`config.mk`:
```
export PLATFORM = sky130hd
export DESIGN_NAME = vid_rd_frame_addr_gen
export DESIGN_NICKNAME = d
export VERILOG_FILES = /design/src/rtl/vid_rd_frame_addr_gen.sv
export SDC_FILE = /design/constraint.sdc
export NUM_CORES = 1
export LEC_CHECK = 0
export ABC_AREA = 1
export CAP_MARGIN = 20
export CORE_ASPECT_RATIO = 1.2
export CORE_MARGIN = 5
export CORE_UTILIZATION = 50
export CTS_CLUSTER_DIAMETER = 120
export CTS_CLUSTER_SIZE = 24
export DETAILED_ROUTE_END_ITERATION = 6
export PLACE_DENSITY = 0.83
export SYNTH_ARGS = -nofsm -noshare
export SYNTH_HDL_FRONTEND = slang
export SYNTH_SLANG_ARGS = --single-unit
```
`constraint.sdc`:
```
create_clock -name read_clk -period 2.04 [get_ports read_clk]
set_input_delay 0.51 -clock read_clk [delete_from_list [all_inputs] [get_ports read_clk]]
set_output_delay 0.51 -clock read_clk [all_outputs]
set_load 0.02 [all_outputs]
```
`src/rtl/vid_rd_frame_addr_gen.sv`:
```
// Read-side frame address generator: latches the frame base on VS and issues burst read
// commands line by line on downstream request. Optional frame counter: RD_FRAME_CNT_EN.
module vid_rd_frame_addr_gen #(
    parameter int                  ADDR_BITS       = 25,
    parameter int                  BURSTS_PER_LINE = 10,
    parameter int                  LINES           = 720,
    parameter logic [ADDR_BITS-1:0] BURST_STRIDE   = 25'h40,
    parameter logic [ADDR_BITS-1:0] LINE_STRIDE    = 25'h800
) (
    input  logic                 read_clk,
    input  logic                 read_rst,
    input  logic                 enable,
    input  logic                 read_vs,
    input  logic [ADDR_BITS-1:0] read_base,
    input  logic                 line_req,
    output logic                 cmd_valid,
    input  logic                 cmd_ready,
    output logic [ADDR_BITS-1:0] cmd_addr,
    output logic                 cmd_last,
    output logic                 frame_done,
    output logic                 frame_abort,
    output logic                 line_req_ovf,
`ifdef RD_FRAME_CNT_EN
    output logic [15:0]          frame_cnt,
`endif
    output logic                 busy
);
    localparam int BW = $clog2(BURSTS_PER_LINE + 1);
    localparam int LW = $clog2(LINES + 1);
    localparam logic [BW-1:0] LAST_BURST = BW'(BURSTS_PER_LINE - 1);
    localparam logic [LW-1:0] LAST_LINE  = LW'(LINES - 1);

    typedef enum logic [1:0] {S_IDLE, S_WAIT_LINE, S_ISSUE, S_DONE} state_t;

    state_t               r_state;
    logic                 r_vs_d, r_cmd_valid, r_cmd_last, r_frame_done, r_frame_abort;
    logic                 r_ovf, r_busy, r_restart, r_rs_en;
    logic [ADDR_BITS-1:0] r_cmd_addr, r_line_addr, r_rs_base;
    logic [BW-1:0]        r_burst_idx;
    logic [LW-1:0]        r_line_idx;
    logic [1:0]           r_pending;

    logic                 w_edge, w_accept, w_leave_wait, w_final, w_abort, w_start, w_start_en;
    logic [ADDR_BITS-1:0] w_start_base;

    // A frame start can come from IDLE, from DONE (VS seen on the final accept), or from an abort.
    always_comb begin
        w_edge       = read_vs & ~r_vs_d;
        w_accept     = r_cmd_valid & cmd_ready;
        w_leave_wait = (r_state == S_WAIT_LINE) && (r_pending != 2'd0 || line_req);
        w_final      = w_accept && r_cmd_last && (r_line_idx == LAST_LINE);
        w_abort      = 1'b0;
        w_start      = 1'b0;
        w_start_en   = enable;
        w_start_base = read_base;
        case (r_state)
            S_IDLE: w_start = w_edge & enable;
            S_DONE: begin
                if (r_restart) begin
                    w_start_en   = r_rs_en;
                    w_start_base = r_rs_base;
                end
                w_start = r_restart ? r_rs_en : (w_edge & enable);
            end
            default: begin
                if (w_edge && !w_final && (!r_cmd_valid || w_accept)) begin
                    w_abort = 1'b1;
                end else if (r_restart && w_accept) begin
                    w_abort = 1'b1;
                    if (!w_edge) begin
                        w_start_en   = r_rs_en;
                        w_start_base = r_rs_base;
                    end
                end
                w_start = w_abort & w_start_en;
            end
        endcase
    end

    always_ff @(posedge read_clk) begin
        if (read_rst) begin
            r_state       <= S_IDLE;
            r_vs_d        <= 1'b0;
            r_cmd_valid   <= 1'b0;
            r_cmd_last    <= 1'b0;
            r_cmd_addr    <= '0;
            r_frame_done  <= 1'b0;
            r_frame_abort <= 1'b0;
            r_ovf         <= 1'b0;
            r_busy        <= 1'b0;
            r_restart     <= 1'b0;
            r_rs_en       <= 1'b0;
            r_rs_base     <= '0;
            r_line_addr   <= '0;
            r_burst_idx   <= '0;
            r_line_idx    <= '0;
            r_pending     <= '0;
        end else begin
            r_vs_d        <= read_vs;
            r_frame_done  <= 1'b0;
            r_frame_abort <= 1'b0;

            if (w_start || w_abort) begin
                r_pending <= '0;
            end else if (line_req && !w_leave_wait) begin
                if (r_pending == 2'd3) r_ovf <= 1'b1;
                else                   r_pending <= r_pending + 2'd1;
            end else if (!line_req && w_leave_wait) begin
                r_pending <= r_pending - 2'd1;
            end

            // VS while a command is held (or on the final accept) is remembered, not acted on yet
            if (w_abort || r_state == S_DONE) r_restart <= 1'b0;
            if (w_edge && !w_abort && (r_state == S_WAIT_LINE || r_state == S_ISSUE)) begin
                r_restart <= 1'b1;
                r_rs_en   <= enable;
                r_rs_base <= read_base;
            end

            if (w_start) begin
                r_state       <= S_WAIT_LINE;
                r_line_addr   <= w_start_base;
                r_burst_idx   <= '0;
                r_line_idx    <= '0;
                r_busy        <= 1'b1;
                r_cmd_valid   <= 1'b0;
                r_cmd_last    <= 1'b0;
                r_frame_abort <= w_abort;
            end else if (w_abort) begin
                r_state       <= S_IDLE;
                r_busy        <= 1'b0;
                r_cmd_valid   <= 1'b0;
                r_cmd_last    <= 1'b0;
                r_frame_abort <= 1'b1;
            end else begin
                case (r_state)
                    S_WAIT_LINE: if (w_leave_wait) begin
                        r_state     <= S_ISSUE;
                        r_cmd_valid <= 1'b1;
                        r_cmd_addr  <= r_line_addr;
                        r_cmd_last  <= (LAST_BURST == '0);
                    end
                    S_ISSUE: if (w_accept) begin
                        if (r_cmd_last) begin
                            r_cmd_valid <= 1'b0;
                            r_cmd_last  <= 1'b0;
                            r_line_addr <= r_line_addr + LINE_STRIDE;
                            r_line_idx  <= r_line_idx + LW'(1);
                            r_burst_idx <= '0;
                            if (r_line_idx == LAST_LINE) begin
                                r_state      <= S_DONE;
                                r_frame_done <= 1'b1;
                                r_busy       <= 1'b0;
                            end else begin
                                r_state <= S_WAIT_LINE;
                            end
                        end else begin
                            r_cmd_addr  <= r_cmd_addr + BURST_STRIDE;
                            r_burst_idx <= r_burst_idx + BW'(1);
                            r_cmd_last  <= (r_burst_idx + BW'(1) == LAST_BURST);
                        end
                    end
                    S_DONE:  r_state <= S_IDLE;
                    default: ;
                endcase
            end
        end
    end

`ifdef RD_FRAME_CNT_EN
    logic [15:0] r_frame_cnt;
    always_ff @(posedge read_clk) begin
        if (read_rst)          r_frame_cnt <= '0;
        else if (r_frame_done) r_frame_cnt <= r_frame_cnt + 16'd1;
    end
    assign frame_cnt = r_frame_cnt;
`endif

    assign cmd_valid    = r_cmd_valid;
    assign cmd_addr     = r_cmd_addr;
    assign cmd_last     = r_cmd_last;
    assign frame_done   = r_frame_done;
    assign frame_abort  = r_frame_abort;
    assign line_req_ovf = r_ovf;
    assign busy         = r_busy;

endmodule

```
# Yosys cells after proc, flatten, opt, wreduce, memory -nomap -nowiden
# Cells that the tools add are included.
# W data, S select, Z words.
# classes
shifts,0
mux,54
bitwise_logic,11
n_addsub,6
n_mul,0
reduce_logical,50
n_lt_le_gt_ge,0
eq_ne,15
div,0
# op_table
cell,count
$mux W25,12
$pmux W25 S2,2
$mux W1,28
$add A25 B12 Y25 const B,1
$add A25 B7 Y25 const B,1
$reduce_and A4 Y1,6
$reduce_bool A3 Y1,5
$mux W2,7
$reduce_bool A2 Y1,7
$ne A4 B4 Y1 const B,3
$add A10 B1 Y10 const B,1
$eq A10 B10 Y1 const B,1
$logic_and A1 B1 Y1,10
$ne A2 B2 Y1 const B,5
$reduce_and A3 Y1,3
$not A1 Y1,7
$eq A2 B2 Y1 const B,3
$pmux W1 S2,3
$pmux W2 S3,1
$reduce_and A6 Y1,1
$reduce_or A2 Y1,3
$reduce_or A6 Y1,1
$logic_not A1 Y1,5
$logic_or A1 B1 Y1,5
other kinds (12),15
# word_totals
input_bits,31
out_inout_bits,31
mem_bits_rw,0
rom_bits,0
regBits,102
latch_bits,0
memories,0

# Logic depth before layout (Yosys ltp)
# Gate-level depths: netlist (run 1).
# depth
word_depth,13
mapped_depth,14
mapped_depth_nobuf,14

# Worst setup path after synthesis (run 1)
# Ideal clock, no wire load.
# synth_path
path_type,reg2reg
startpoint,register r_state[0]
endpoint,register r_line_addr[11]
setup_slack_ns,0.107
path_buffers,2
arrival_time_ns,1.801
stages_incl_launch_ff,9
synth_period_minus_slack_ns,1.933
required_time_ns,1.908
cell_sequence,dfxtp_1 -> inv_1 -> ha_1 -> inv_1 -> clkbuf_1 -> clkbuf_1 -> o211ai_1 -> o211ai_1 -> a21oi_1
# synth_via
elab_chain_cells,5
elab_cells_between_ends,13
cone_classes,eq/ne (3); mux (4); reduce/logical (6)
# synth_rtl
item,line,source
from (decl),35,state_t r_state;
from (signal assigned),82,r_state <= S_IDLE;
from (signal assigned),121,r_state <= S_WAIT_LINE;
from (signal assigned),130,r_state <= S_IDLE;
$eq A2 B2 Y1 or $logic_not A2 Y1 (tied branches),56,case (r_state)
$reduce_or A2 Y1 (no line),--,
$mux W1,56,
$ne A2 B1 Y1 (no line),--,
$reduce_and A4 Y1 (no line),--,
to (signal assigned),122,r_line_addr <= w_start_base;
to (signal assigned),147,r_line_addr <= r_line_addr + LINE_STRIDE;
to (decl),38,"logic [ADDR_BITS-1:0] r_cmd_addr, r_line_addr, r_rs_base;"
# Parallel ways exist; a longest one is shown, timed or not.
# A chain may end at the register's enable or synchronous reset.

# Final worst setup path (run 1)
# layout_path
startpoint,input read_vs
endpoint,register r_line_addr[1]
# layout_via
elab_chain_cells,9
elab_cells_between_ends,24
cone_classes,eq/ne (1); mux (14); bitwise (3); reduce/logical (6)
# layout_rtl
item,line,source
from (decl),13,"input logic read_vs,"
$and A1 B1 Y1 (*),48,w_edge = read_vs & ~r_vs_d;
$mux W1 or $logic_and A1 B1 Y1 (tied branches),"70, 66",
$mux W1 or $logic_and A1 B1 Y1 (tied branches),"68, 66",
$mux W1,66,if (w_edge && !w_final && (!r_cmd_valid || w_accept)) begin
$mux W1,56,
$and A1 B1 Y1,75,w_start = w_abort & w_start_en;
$pmux W1 S2,56,
$ne A2 B1 Y1 (no line) or $reduce_bool A2 Y1 (tied branches),--,
$reduce_and A4 Y1 (no line),--,
# Mark *: on every way between the ends. The rest lies on a longest branch, timed or not. The select of a mux whose other input is x is not followed.

==> results of run 1 <==
[logic make-up (layout without fill, tap and decap cells)]
| logic type | Yosys count | in the layout | synth area share [%] |
|---|---|---|---|
| fa+ha+maj | 9 | 9 | 1.89 |
| xor+xnor | 19 | 19 | 2.79 |
| flops | 102 | 102 | 34.3 |
| buf+inv | 147 | 244 | 10.8 |
| simple gates | 349 | 349 | 26.6 |
| compound gates | 262 | 262 | 23.3 |
| mux | 2 | 2 | 0.336 |
[state kept, by name (all words and copies together), names as in the netlist, 2 cells and up]
signal	flops
r_rs_base	25
cmd_addr	25
r_state	2
r_line_addr	25
r_burst_idx	4
r_line_idx	10
r_pending	2
[stage by stage]
step	cells	setup WS (ns)
2_1_floorplan	890	0.107
3_3_place_gp	1123	-0.263
3_5_place_dp	1123	-0.323
4_1_cts	1139	0.0128
5_1_grt	1144	-0.0296
6_report	1144	0.0738
[metal layers]
metal	track usage (%)	routed length, um	vias up
met1	30.7	6940	2812
met3	3.99	1060	32
met2	38.3	7410	232
met4	7.85	362	0
met5	0	0	-
li1	-	-	3147
[synthesized netlist by cell type, types with 3 or more instances]
library cell	instances	area [um^2]
a21oi_1	122	611
a22oi_1	9	67.6
a31oi_1	3	18.8
buf_2	11	55.1
buf_6	7	78.8
clkbuf_1	20	75.1
dfxtp_1	102	2040
ha_1	9	113
inv_1	94	353
inv_2	8	30.0
nand2_1	153	574
nand2_2	3	18.8
nand2_4	3	33.8
nand3_1	46	230
nand3_2	4	40.0
nand4_1	16	100
nor2_1	95	357
nor2_2	3	18.8
nor3_1	12	60.1
o211ai_1	10	75.1
o21ai_0	81	405
o21ai_1	29	145
o22ai_1	3	18.8
or2_2	3	18.8
xnor2_1	4	35.0
xor2_1	15	131
[timing repair]
| item | in CTS | in global routing |
|---|---|---|
| buffers inserted | 0 | 5 |
| endpoints found under the setup margin | 2 | 73 |
| gates resized for setup | 2 | 21 |
| gates cloned | 0 | 0 |
| pin swaps | 0 | 2 |
[worst max-delay path, stage by stage]
cell and delay (ns):
clkdlybuf4s50_1 0.45, nand2_2 0.11, nand3_2 0.11, buf_4 0.16
o21ai_2 0.15, nand3_4 0.15, nand2_8 0.12, inv_2 0.07
buf_12 0.15, a21oi_1 0.16, nor2_1 0.07
[worst max path at each step]
stage | startpoint | to | slack [ns] | depth (start not counted)
global route | read_vs | r_line_addr[19] | -0.03 | 12
detailed placement | cmd_ready | r_line_addr[24] | -0.32 | 13
floorplan | r_state[0] | r_line_addr[11] | 0.11 | 8
global placement | read_vs | r_line_addr[15] | -0.26 | 11
finish | read_vs | r_line_addr[1] | 0.07 | 11
CTS | cmd_ready | r_line_addr[14] | 0.01 | 13
[layout make-up]
class,count,area (um^2)
clock buffer,9,225
clock inverter,7,78.8
fill,1007,4200
inverter,106,405
multi-input combinational,641,3290
sequential,102,2040
tap,157,196
timing repair buffer,122,1180
[power breakdown]
part | total (mW) | switching [mW] | internal, mW
logic | 3.93 | 2.38 | 1.55
registers | 2.67 | 0.298 | 2.37
clock network | 1.73 | 0.855 | 0.876
==> metrics.md, run 1 <==
| Metric | Value |
|---|---|
| Status | complete, no violations |
| Maximum VDD drop | 587 uV |
| Worst-path clk slew | 0.08 ns |
| Row count | 43 |
| Final hold violations | 0 |
| Number of flops mapped to enable cells by yosys | 0 |
| Slew margin rel. | 70.0% |
| Syn Area/Cell | 6.69 um^2 |
| Cells after Synth | 890 |
| Post-DP Area | 0.00703 mm^2 |
| Setup tns final | 0 ns |
| First-pass GRT wire length | 26.8 mm |
| Final setup fails | 0 |
| WP data arrival | 2.22 ns |
| Most common cell after layout, fill and taps aside | nand2_1 |
| FF-to-FF End | cmd_addr[19] |
| Die area | 0.0142 mm^2 |
| CTS buffer count | 9 |
| Max-cap violations | 0 |
| Die Ht | 130 um |
| Seq cells post-synth | 102 |
| Total wire length | 15.8 mm |
| Synth warn | 0 |
| Antenna Cells | 0 |
| Finished Core Util | 63.8% |
| Crit path max fanout | 17 |
| Slew Viols, Final | 0 |
| Crit end category | register |
| Post-DP HPWL | 11.4 mm |
| Hold Buf Count CTS | 0 |
| Pleak | 2.87 nW |
| Crit path launch type | input port |
| Worst Hold Margin | 0.457 ns |
| Register area share after synthesis | 34.3% |
| Port bufs | 61 |
| # IOs | 62 |
| Period utilization | 96.4% |
| Required time of the critical path | 2.29 ns |
| H-tree Lvls | 3 |
| GPL Wtd Cong | 0.896 |
| Syn Std Cell Area | 0.00595 mm^2 |
| Initial core utilization | 51.2% |
| Starting DRT DRC Count | 499 |
| Layout cell share with drive strength beyond 1 | 11.9% |
| Power Dens Cells | 1120 mW/mm^2 |
| Remaining antenna violation count | 0 |
| DRT Pass-1 Iters | 5 |
| Cell variety after synth | 45 |
| Commonest cells after routing, fill and taps aside | nand2_1, a21oi_1, dfxtp_1 |
| Reg-to-reg slack, setup | 0.12 ns |
| Clock Sinks | 102 |
| Worst Clk Skew | 0.0113 ns |
| R2r worst-path depth | 12 |
| Worst hold path class | reg -> reg |
| Worst-Skew Late Latency | 0.35 ns |
| Least-Margin Pin Slew | 0.446 ns |
| Grt total ovfl | 0 |
| Clk buf depth | 2 |
| Min Tclk post-route | 1.97 ns |
| Worst r2r src | r_state[0] |
| Tot Pwr | 8.33 mW |
| Drt drc | 0 |
| Asr flop ratio synth | 0% |
| Setup CP Type | in -> reg |
| CTS tree | yes |
| Clk Tree Root Cell | clkbuf_16 |
| Final nets | 1,022 |
| Total GRT Usage | 23.2% |
| Antenna violations before repair | 0 |
| Die X-Extent | 110 um |
| Vias in the first global route | 5,705 |
| DR vias | 6,223 |
| Via density | 5.44 |
| Post-DR wirelength/cell | 13.8 um |
| Primary FF master, synth | dfxtp_1 |
| Hold Path Origin | r_line_addr[9] |
| Final Cell Area | 0.00742 mm^2 |
| CORE AREA | 0.0116 mm^2 |
| Hold path endpoint | r_line_addr[9] |
| Pin count of the biggest net entering global routing | 34 |
| Synthesis-to-layout area growth | 24.6% |
| Fmax achieved | 509 MHz |
| Syn_nets | 930 |
| Cells on Worst Hold Path | 2 |
No activity file was read; power rests on OpenSTA's default activity.
==> run 2, diff against run 1 <==
- CAP_MARGIN: 20 -> 40
- CORE_ASPECT_RATIO: 1.2 -> 0.6
==> run 2 against run 1 <==
  * First-iteration DRC count rose by 22%
  * Clock power is 12% higher
  * Sequential power is essentially flat
  * Critical path type is now reg -> out
  * Combinational power grew 1%
==> metrics.md, run 2 (synthesized netlist as in run 1, its figures left out) <==
| Metric | Value |
|---|---|
| R2r worst-path depth | 10 (-2) |
| Crit end category | primary output |
| Drt drc | 0 (unchanged) |
| Worst-path clk slew | 0.07 ns (about the same) |
| Clk buf depth | 2 (unchanged) |
| Hold Buf Count CTS | 0 (unchanged) |
| Total GRT Usage | 23.9% (+0.63 points) |
| # IOs | 62 (unchanged) |
| H-tree Lvls | 3 (unchanged) |
| Critical path, cell by cell | clkdlybuf4s50_1 |
| Antenna violations before repair | 0 (unchanged) |
| Post-DR wirelength/cell | 14.9 um (+7.9%) |
| Final nets | 1,029 (+0.68%) |
| Worst r2r src | cmd_addr[7] |
| DRT Pass-1 Iters | 6 (+1) |
| DR vias | 6,408 (+3.0%) |
| Reg-to-reg slack, setup | 0.09 ns (-0.03 ns) |
| First-pass GRT wire length | 27.7 mm (+3.3%) |
| GPL Wtd Cong | 0.925 (+3.3%) |
| Worst hold path class | in -> reg |
| CP max stage cell | clkdlybuf4s50_1 |
| Die area | 0.0143 mm^2 (+0.44%) |
| Remaining antenna violation count | 0 (unchanged) |
| CTS buffer count | 9 (unchanged) |
| Hold Path Origin | read_vs |
| Min Tclk post-route | 1.99 ns (+0.0285 ns) |
| Slew Viols, Final | 0 (unchanged) |
| Antenna Cells | 0 (unchanged) |
| Synthesis-to-layout area growth | 26.4% |
| Post-DP HPWL | 12.3 mm (+8.7%) |
| Worst Hold Margin | 0.424 ns (-0.0333 ns) |
| Hold path endpoint | r_vs_d |
| Vias in the first global route | 5,724 (+0.33%) |
| Clk Tree Root Cell | clkbuf_16 |
| Required time of the critical path | 1.53 ns (-0.76 ns) |
| Total wire length | 17.2 mm (+8.8%) |
| Crit-path max cell delay | 0.69 ns (+0.24 ns) |
| Crit path max-delay family | buffers and inverters |
| Worst Clk Skew | 0.00661 ns (-0.00470 ns) |
| Fmax achieved | 501 MHz (-1.4%) |
| Max-cap violations | 0 (unchanged) |
| Non-filler cells, final | 1,154 (+0.87%) |
| Starting DRT DRC Count | 608 (+22%) |
| Die X-Extent | 151 um (+38%) |
| Port bufs | 61 (unchanged) |
| Maximum VDD drop | 635 uV (+8.1%) |
| Crit path max fanout | 6 (-11) |
| Row count | 30 (-30%) |
| CORE AREA | 0.0115 mm^2 (-1.2%) |
| Clock Sinks | 102 (unchanged) |
| FF-to-FF End | cmd_addr[22] |
| Setup CP Type | reg -> out |
| RSZ-0062 raised after global routing | no |
| Dpl cells | 1,135 (+1.1%) |
| Via density | 5.55 (+2.1%) |
| Footprint of the multi-input gates | 0.00333 mm^2 (+1.2%) |
| WP data arrival | 1.48 ns (-0.74 ns) |
| Commonest cells after routing, fill and taps aside | nand2_1, a21oi_1, dfxtp_1 |
| Pin count of the biggest net entering global routing | 53 (+56%) |
| Final setup fails | 0 (unchanged) |
| Fillers | 1,001 (-0.60%) |
| Initial core utilization | 51.8% (+0.60 points) |
| Tot Pwr | 8.58 mW (+3.0%) |
| Most common cell after layout, fill and taps aside | nand2_1 |
| Crit path launch type | register |
| Grt total ovfl | 0 (unchanged) |
| Status | complete, no violations |
| Die Ht | 94.5 um (-27%) |
| Final hold violations | 0 (unchanged) |
| Period utilization | 97.8% (+1.4 points) |
| CP bufs+invs | 1 (-3) |
| Power Dens Cells | 1140 mW/mm^2 (+1.5%) |
| Pleak | 2.90 nW (+1.3%) |
| CTS tree | yes |
| Cells on Worst Hold Path | 3 (+1) |
| Setup tns final | 0 ns (unchanged) |
| Sequential Area | 0.00205 mm^2 (+0.12%) |
| Worst-Skew Late Latency | 0.36 ns (about the same) |
| Least-Margin Pin Slew | 0.531 ns (+0.0848 ns) |
| Layout cell share with drive strength beyond 1 | 13.2% (+1.3 points) |
| Slew margin rel. | 64.4% (-5.7 points) |
==> run 2: through the flow <==
| step | cell area, um^2 | utilization [%] | worst slack, ns |
|---|---|---|---|
| final | 7530 | 65.5 | 0.0452 |
| after global routing | 7530 | 65.5 | 0.00144 |
| after CTS | 7400 | 64.5 | 0.0383 |
| after detailed placement | 7080 | 61.6 | -0.289 |
| after global placement | 7080 | 61.6 | -0.299 |
| after floorplan | 5950 | - | 0.107 |
==> run 2: worst max path at each step <==
| stage | from | endpoint | cells after the start |
|---|---|---|---|
| 2_1_floorplan | r_state[0] | r_line_addr[11] | 8 |
| 3_3_place_gp | read_vs | r_line_addr[15] | 10 |
| 3_5_place_dp | read_vs | r_line_addr[15] | 10 |
| 4_1_cts | cmd_ready | cmd_addr[7] | 14 |
| 5_1_grt | r_state[0] | r_line_addr[21] | 13 |
| 6_report | cmd_addr[12] | cmd_addr[12] | 1 |
==> run 2: layer usage <==
metal,part of all wire (%),wire (um),up-vias,track usage [%]
li1,-,-,3159,-
met4,1.3,221,0,5.43
met3,8.1,1400,26,4.41
met1,46,7970,2949,34.5
met2,44,7580,274,37.0
met5,0,0,-,0
==> run 2: what timing repair did <==
action	CTS	global route
endpoints found under the setup margin	0	75
buffers inserted	0	2
hold endpoints to repair	0	0
gates resized for setup	0	31
==> run 2: worst register-to-register path, cell delays in order, from the launching register on <==
cell and delay, ns:
dfxtp_1 0.39, ha_1 0.19, nand3_1 0.11, nor2_1 0.19, nand2_1 0.11, nor2_1 0.29
a21oi_1 0.11, o21ai_0 0.17, o21ai_0 0.12, nor2_1 0.12, nor2_1 0.05
==> run 2: cell type report <==
type / instances / area share (%)
sequential: 102 / 27.2
clock inverter: 7 / 1.36
timing repair buffer: 128 / 16.2
clock buffer: 9 / 2.99
multi-input combinational: 642 / 44.3
tap: 160 / 2.66
inverter: 106 / 5.38
==> run 2: power breakdown <==
group	switching (mW)	internal, mW	total, mW
Sequential	0.307	2.37	2.68
Clock	0.834	1.09	1.93
Combinational	2.43	1.54	3.97
==> run 3, diff against run 2 <==
- PLACE_DENSITY: 0.83 -> default
- PLACE_DENSITY_LB_ADDON: default -> 0.08
==> run 3 against run 2 <==
  * Routed wire length up 5.1%
  * Sequential power about the same
  * First-iteration DRC count down 14%
  * Die area unchanged
  * Clock power down 13%
  * Critical endpoint unchanged
==> metrics.md, run 3 (synthesized netlist as in run 1, its figures left out) <==
| Metric | Value |
|---|---|
| Crit path max fanout | 6 (unchanged) |
| Commonest cells after routing, fill and taps aside | nand2_1, a21oi_1, dfxtp_1 |
| Total wire length | 18.0 mm (+5.1%) |
| Clk buf depth | 2 (unchanged) |
| Post-DP Area | 0.00705 mm^2 (-0.35%) |
| Pin count of the biggest net entering global routing | 39 (-26%) |
| Min Tclk post-route | 2.01 ns (+0.0123 ns) |
| Final hold violations | 0 (unchanged) |
| Worst-Skew Late Latency | 0.35 ns (about the same) |
| Reg-to-reg slack, setup | 0.09 ns (about the same) |
| Worst Setup SP | cmd_addr[12] |
| Starting DRT DRC Count | 523 (-14%) |
| GPL Wtd Cong | 0.914 (-1.3%) |
| Post-DR wirelength/cell | 15.7 um (+5.6%) |
| CP max stage cell | clkdlybuf4s50_1 |
| Row count | 30 (unchanged) |
| R2r worst-path depth | 9 (-1) |
| Crit path max-delay family | buffers and inverters |
| CTS buffer count | 9 (unchanged) |
| Final Cell Area | 0.00755 mm^2 (+0.23%) |
| H-tree Lvls | 3 (unchanged) |
| CTS tree | yes |
| Clk Tree Root Cell | clkbuf_16 |
| Remaining antenna violation count | 0 (unchanged) |
| Initial core utilization | 51.8% (unchanged) |
| CP bufs+invs | 1 (unchanged) |
| WP data arrival | 1.50 ns (+0.02 ns) |
| Worst hold path class | in -> reg |
| Setup tns final | 0 ns (unchanged) |
| DR vias | 6,417 (+0.14%) |
| Maximum VDD drop | 503 uV (-21%) |
| Vias in the first global route | 5,814 (+1.6%) |
| Critical path, cell by cell | clkdlybuf4s50_1 |
| WP depth | 1 (unchanged) |
| Pleak | 2.90 nW (-0.23%) |
| Crit end category | primary output |
| First-pass GRT wire length | 28.8 mm (+3.9%) |
| Worst setup endpoint | cmd_addr[12] |
| DRT Pass-1 Iters | 6 (unchanged) |
| Drt drc | 0 (unchanged) |
| Die X-Extent | 151 um (unchanged) |
| RSZ-0062 raised after global routing | no |
| Port bufs | 61 (unchanged) |
| Antenna Cells | 0 (unchanged) |
| Max-cap violations | 0 (unchanged) |
| Total GRT Usage | 25.0% (+1.2 points) |
| Final setup fails | 0 (unchanged) |
| Tot Pwr | 8.47 mW (-1.3%) |
| Fmax achieved | 498 MHz (-0.61%) |
| Slew margin rel. | 69.0% (+4.7 points) |
| Worst Clk Skew | 0.00869 ns (+0.00209 ns) |
| Required time of the critical path | 1.53 ns (about the same) |
| Worst r2r src | r_state[1] |
| Crit path launch type | register |
| Grt total ovfl | 0 (unchanged) |
| Slew Viols, Final | 0 (unchanged) |
| # IOs | 62 (unchanged) |
| Period utilization | 98.4% (+0.60 points) |
| Crit-path max cell delay | 0.67 ns (-0.02 ns) |
| Die area | 0.0143 mm^2 (unchanged) |
| Finished Core Util | 65.7% (+0.15 points) |
| Power Dens Cells | 1120 mW/mm^2 (-1.5%) |
| Clock Sinks | 102 (unchanged) |
| Layout cell share with drive strength beyond 1 | 13.0% (-0.14 points) |
| Final nets | 1,025 (-0.39%) |
| Synthesis-to-layout area growth | 26.7% |
| Via density | 5.58 (+0.58%) |
| Setup CP Type | reg -> out |
| Most common cell after layout, fill and taps aside | nand2_1 |
| Least-Margin Pin Slew | 0.461 ns (-0.0702 ns) |
| Antenna violations before repair | 0 (unchanged) |
| Post-DP HPWL | 12.9 mm (+4.3%) |
| Die Ht | 94.5 um (unchanged) |
| Status | complete, no violations |
| FF-to-FF End | r_rs_base[23] |
| CORE AREA | 0.0115 mm^2 (unchanged) |
| Worst-path clk slew | 0.07 ns (about the same) |
run 3: cell types whose count changed in the layout (fill, tap and decap cells not counted), sizes merged:
| cell | previous run | this run |
|---|---|---|
| clkinv | 3 | 4 |
| buf | 67 | 62 |
| clkinvlp | 1 | 2 |
| bufinv | 2 | 0 |
| nand3 | 53 | 52 |
| clkbuf | 9 | 11 |
| inv | 107 | 106 |
run 3: per-layer routing:
metal  global-route usage (%)  vias to the layer above  part of all wire (%)  wire length (um)
met5                        0                        -                     0                 0
met4                     4.83                        0                  0.95               171
met3                     6.62                       19                   8.6              1550
met2                     38.2                      228                    43              7840
met1                     35.8                     3023                    47              8480
li1                         -                     3147                     -                 -
run 3: power breakdown:
group | leakage (nW) | internal [mW] | switching, mW
Sequential | 0.830 | 2.37 | 0.301
Clock | 0.134 | 0.844 | 0.829
Combinational | 1.93 | 1.62 | 2.50
Total | 2.90 | 4.83 | 3.63
run 3: worst min-delay path by stage:
stage	depth (start not counted)	slack [ns]	endpoint	startpoint
finish	3	0.44	r_vs_d	read_vs
global route	3	0.44	r_vs_d	read_vs
CTS	2	0.47	r_rs_base[21]	r_rs_base[21]
detailed placement	2	0.46	r_rs_base[21]	r_rs_base[21]
global placement	2	0.44	line_req_ovf	line_req_ovf
floorplan	2	0.43	r_line_addr[8]	r_line_addr[8]
run 3: metrics by stage:
step | instances | hold WS, ns | setup slack [ns]
after detailed placement | 1125 | 0.455 | -0.386
final | 1149 | 0.436 | 0.0329
after global routing | 1149 | 0.443 | 0.00208
after global placement | 1125 | 0.443 | -0.345
after CTS | 1141 | 0.466 | 0.00190
after floorplan | 890 | 0.430 | 0.107
run 3: layout make-up:
type                            instances  area [um^2]
Fill cell                            1035         3940
Multi-Input combinational cell        641         3340
Sequential cell                       102         2040
Timing Repair Buffer                  125         1280
Inverter                              106          407
Clock buffer                            9          225
Tap cell                              160          200
Clock inverter                          6         53.8
run 3: repair_timing:
action	4_1_cts	5_1_grt
setup endpoints to repair	4	92
setup buffers	0	5
resized for setup	2	37
cloned	1	3
hold buffers	0	0
pin swaps	0	5
==> patch, RTL diff (config.mk and constraints of run 3) <==
Register the output `line_req_ovf` once more, without a reset; this adds one clock of latency there. The other outputs are not delayed to match.
--- a/src/rtl/vid_rd_frame_addr_gen.sv
+++ b/src/rtl/vid_rd_frame_addr_gen.sv
@@ -183,3 +183,5 @@
     assign frame_abort  = r_frame_abort;
-    assign line_req_ovf = r_ovf;
+    always_ff @(posedge read_clk) begin
+        line_req_ovf <= r_ovf;
+    end
     assign busy         = r_busy;
Function: same outputs for any inputs over 4 cycles, from zero or initial values and one cycle with read_rst high; that may be too few to reach the edited logic, so the function may still have changed.
==> patch against run 3 <==
- area after synthesis grew 0.34%
- count of clock-buffer cells in the layout stayed put
- hold slack got worse by 0.082 ns
- worst setup slack better by 0.0029 ns
- clock power is 5% higher
- critical path type unchanged
- wire length fell by 2.5%
- critical endpoint is now cmd_addr[11]
- largest power group unchanged
- power fell by 0.13%
- sequential cell count is 1 higher
- design area is 1.1% lower
- global-route usage shrank 0.079 points
==> patch: results (changes against run 3) <==
destination of the worst hold path=line_req_ovf (was r_vs_d); worst hold path stage count=0 (was 3); via count of the first global-routing pass=5840 (was 5814); CTS H-Tree Depth=3 (unchanged); max incr delay on CP=0.62 ns (was 0.67 ns); Setup crit start=cmd_addr[11] (was cmd_addr[12]); vias after detailed routing=6374 (was 6417); Leakage=2.88 nW (was 2.90 nW); share of final-layout standard cells stronger than drive strength 1=12.9% (was 13.0%); drt initial violations=569 (was 523); final cell count without fillers=1147 (was 1149); status=finished clean (unchanged); placer's final routability congestion estimate=0.917 (was 0.914); post-route clock skew=0.0127 ns (was 0.00869 ns); synthesized instance count=891 (was 890); pre-CTS setup slack=-0.354 ns (was -0.386 ns); routed wire length=17600 um (was 18000 um); Max VDD drop=0.500 mV (was 0.503 mV); Layout fillers=1044 (was 1035); number of nets produced by synthesis=931 (was 930); proportion of synthesized chip area in sequential cells=34.5% (was 34.3%); count of buffering cells on the critical path with inverters included=2 (was 1); total routing resource utilization after global routing=25.0% (about the same); global-route wire length before repair=28800 um (about the same); pin count of the biggest net entering global routing=54 (was 39); transition at the pin with the smallest max-transition slack=0.432 ns (was 0.461 ns); DP Wirelength=13000 um (was 12900 um); beginning of the worst register-to-register path=r_state[0] (was r_state[1]); endpoint of the worst-slack reg-to-reg timing path=r_line_addr[18] (was r_rs_base[23]); clock buffers created by TritonCTS=9 (unchanged); instance area after placement=7070 um2 (was 7050 um2); final net count=1022 (was 1025); number of buffers on the longest clock path=2 (unchanged); Worst Reg-to-Reg Cells=11 (was 9); Area contributors post-synth=dfxtp_1 35%, a21oi_1 10%, nand2_1 9.6% (was dfxtp_1 34%, a21oi_1 10%, nand2_1 9.6%); final cell area excluding filler cells=7470 um2 (was 7550 um2); most frequent cells after synthesis=153 x nand2_1, 122 x a21oi_1, 103 x dfxtp_1 (was 153 x nand2_1, 122 x a21oi_1, 102 x dfxtp_1); Hold Startpoint=r_ovf (was read_vs); min-delay worst type=reg2reg (was in2reg)
patch: cell count changes after synthesis:
cell     before  now
dfxtp_1     102  103
patch: where the power goes:
group	internal, mW	total [mW]	switching (mW)
clock network	0.870	1.75	0.877
registers	2.39	2.70	0.307
logic	1.55	4.01	2.46
total	4.81	8.46	3.64
patch: logic make-up after synthesis:
logic type,share of synthesized area [%]
AO/OA/AOI/OAI,23.3
adder cells (fa/ha/maj),1.88
XOR/XNOR,2.79
AND/OR/NAND/NOR,26.5
flip-flops,34.5
buffers and inverters,10.7
multiplexers,0.335
patch: worst max-delay path by stage:
stage,end,slack [ns],cells after the start
CTS,r_line_addr[16],0.008,12
global placement,cmd_addr[5],-0.28,8
global route,cmd_addr[11],0.003,2
floorplan,r_line_addr[11],0.11,8
detailed placement,cmd_addr[3],-0.35,8
finish,cmd_addr[11],0.04,2
patch: per-layer routing:
metal / wire length, um / track usage (%)
met4: 327 / 7.01
met5: 0 / 0
met2: 7800 / 39.5
met1: 8100 / 33.8
met3: 1370 / 6.43
patch: worst register-to-register path, cell delays in order, from the launching register on:
cell and delay [ns]:
dfxtp_1 0.40, inv_1 0.09, ha_1 0.35, inv_2 0.14
buf_4 0.22, o21ai_0 0.13, a21oi_1 0.15, nor2_1 0.08
nand2_1 0.08, o21ai_1 0.06, nor2_1 0.09, nor2_1 0.04
patch: layout make-up:
cell class / instances / area [um2] / area share (%)
inverter: 106 / 403 / 5.40
sequential: 103 / 2060 / 27.7
clock inverter: 7 / 73.8 / 0.989
tap: 160 / 200 / 2.68
multi-input combinational: 641 / 3340 / 44.7
clock buffer: 9 / 225 / 3.02
timing repair buffer: 121 / 1160 / 15.6
patch: repair_timing:
| action | CTS | global route |
|---|---|---|
| resized for setup | 0 | 30 |
| buffers inserted | 0 | 2 |
| hold buffers | 0 | 0 |
| endpoints found under the setup margin | 0 | 90 |
patch: per-stage QoR:
| step | utilization (%) | power [mW] | hold WS (ns) |
|---|---|---|---|
| 5_1_grt | 65.0 | 9.04 | 0.365 |
| 6_report | 65.0 | 8.46 | 0.354 |
| 4_1_cts | 64.1 | 8.35 | 0.355 |
| 3_5_place_dp | 61.5 | 6.60 | 0.339 |
| 3_3_place_gp | 61.5 | 6.49 | 0.342 |
| 2_1_floorplan | - | 5.29 | 0.331 |
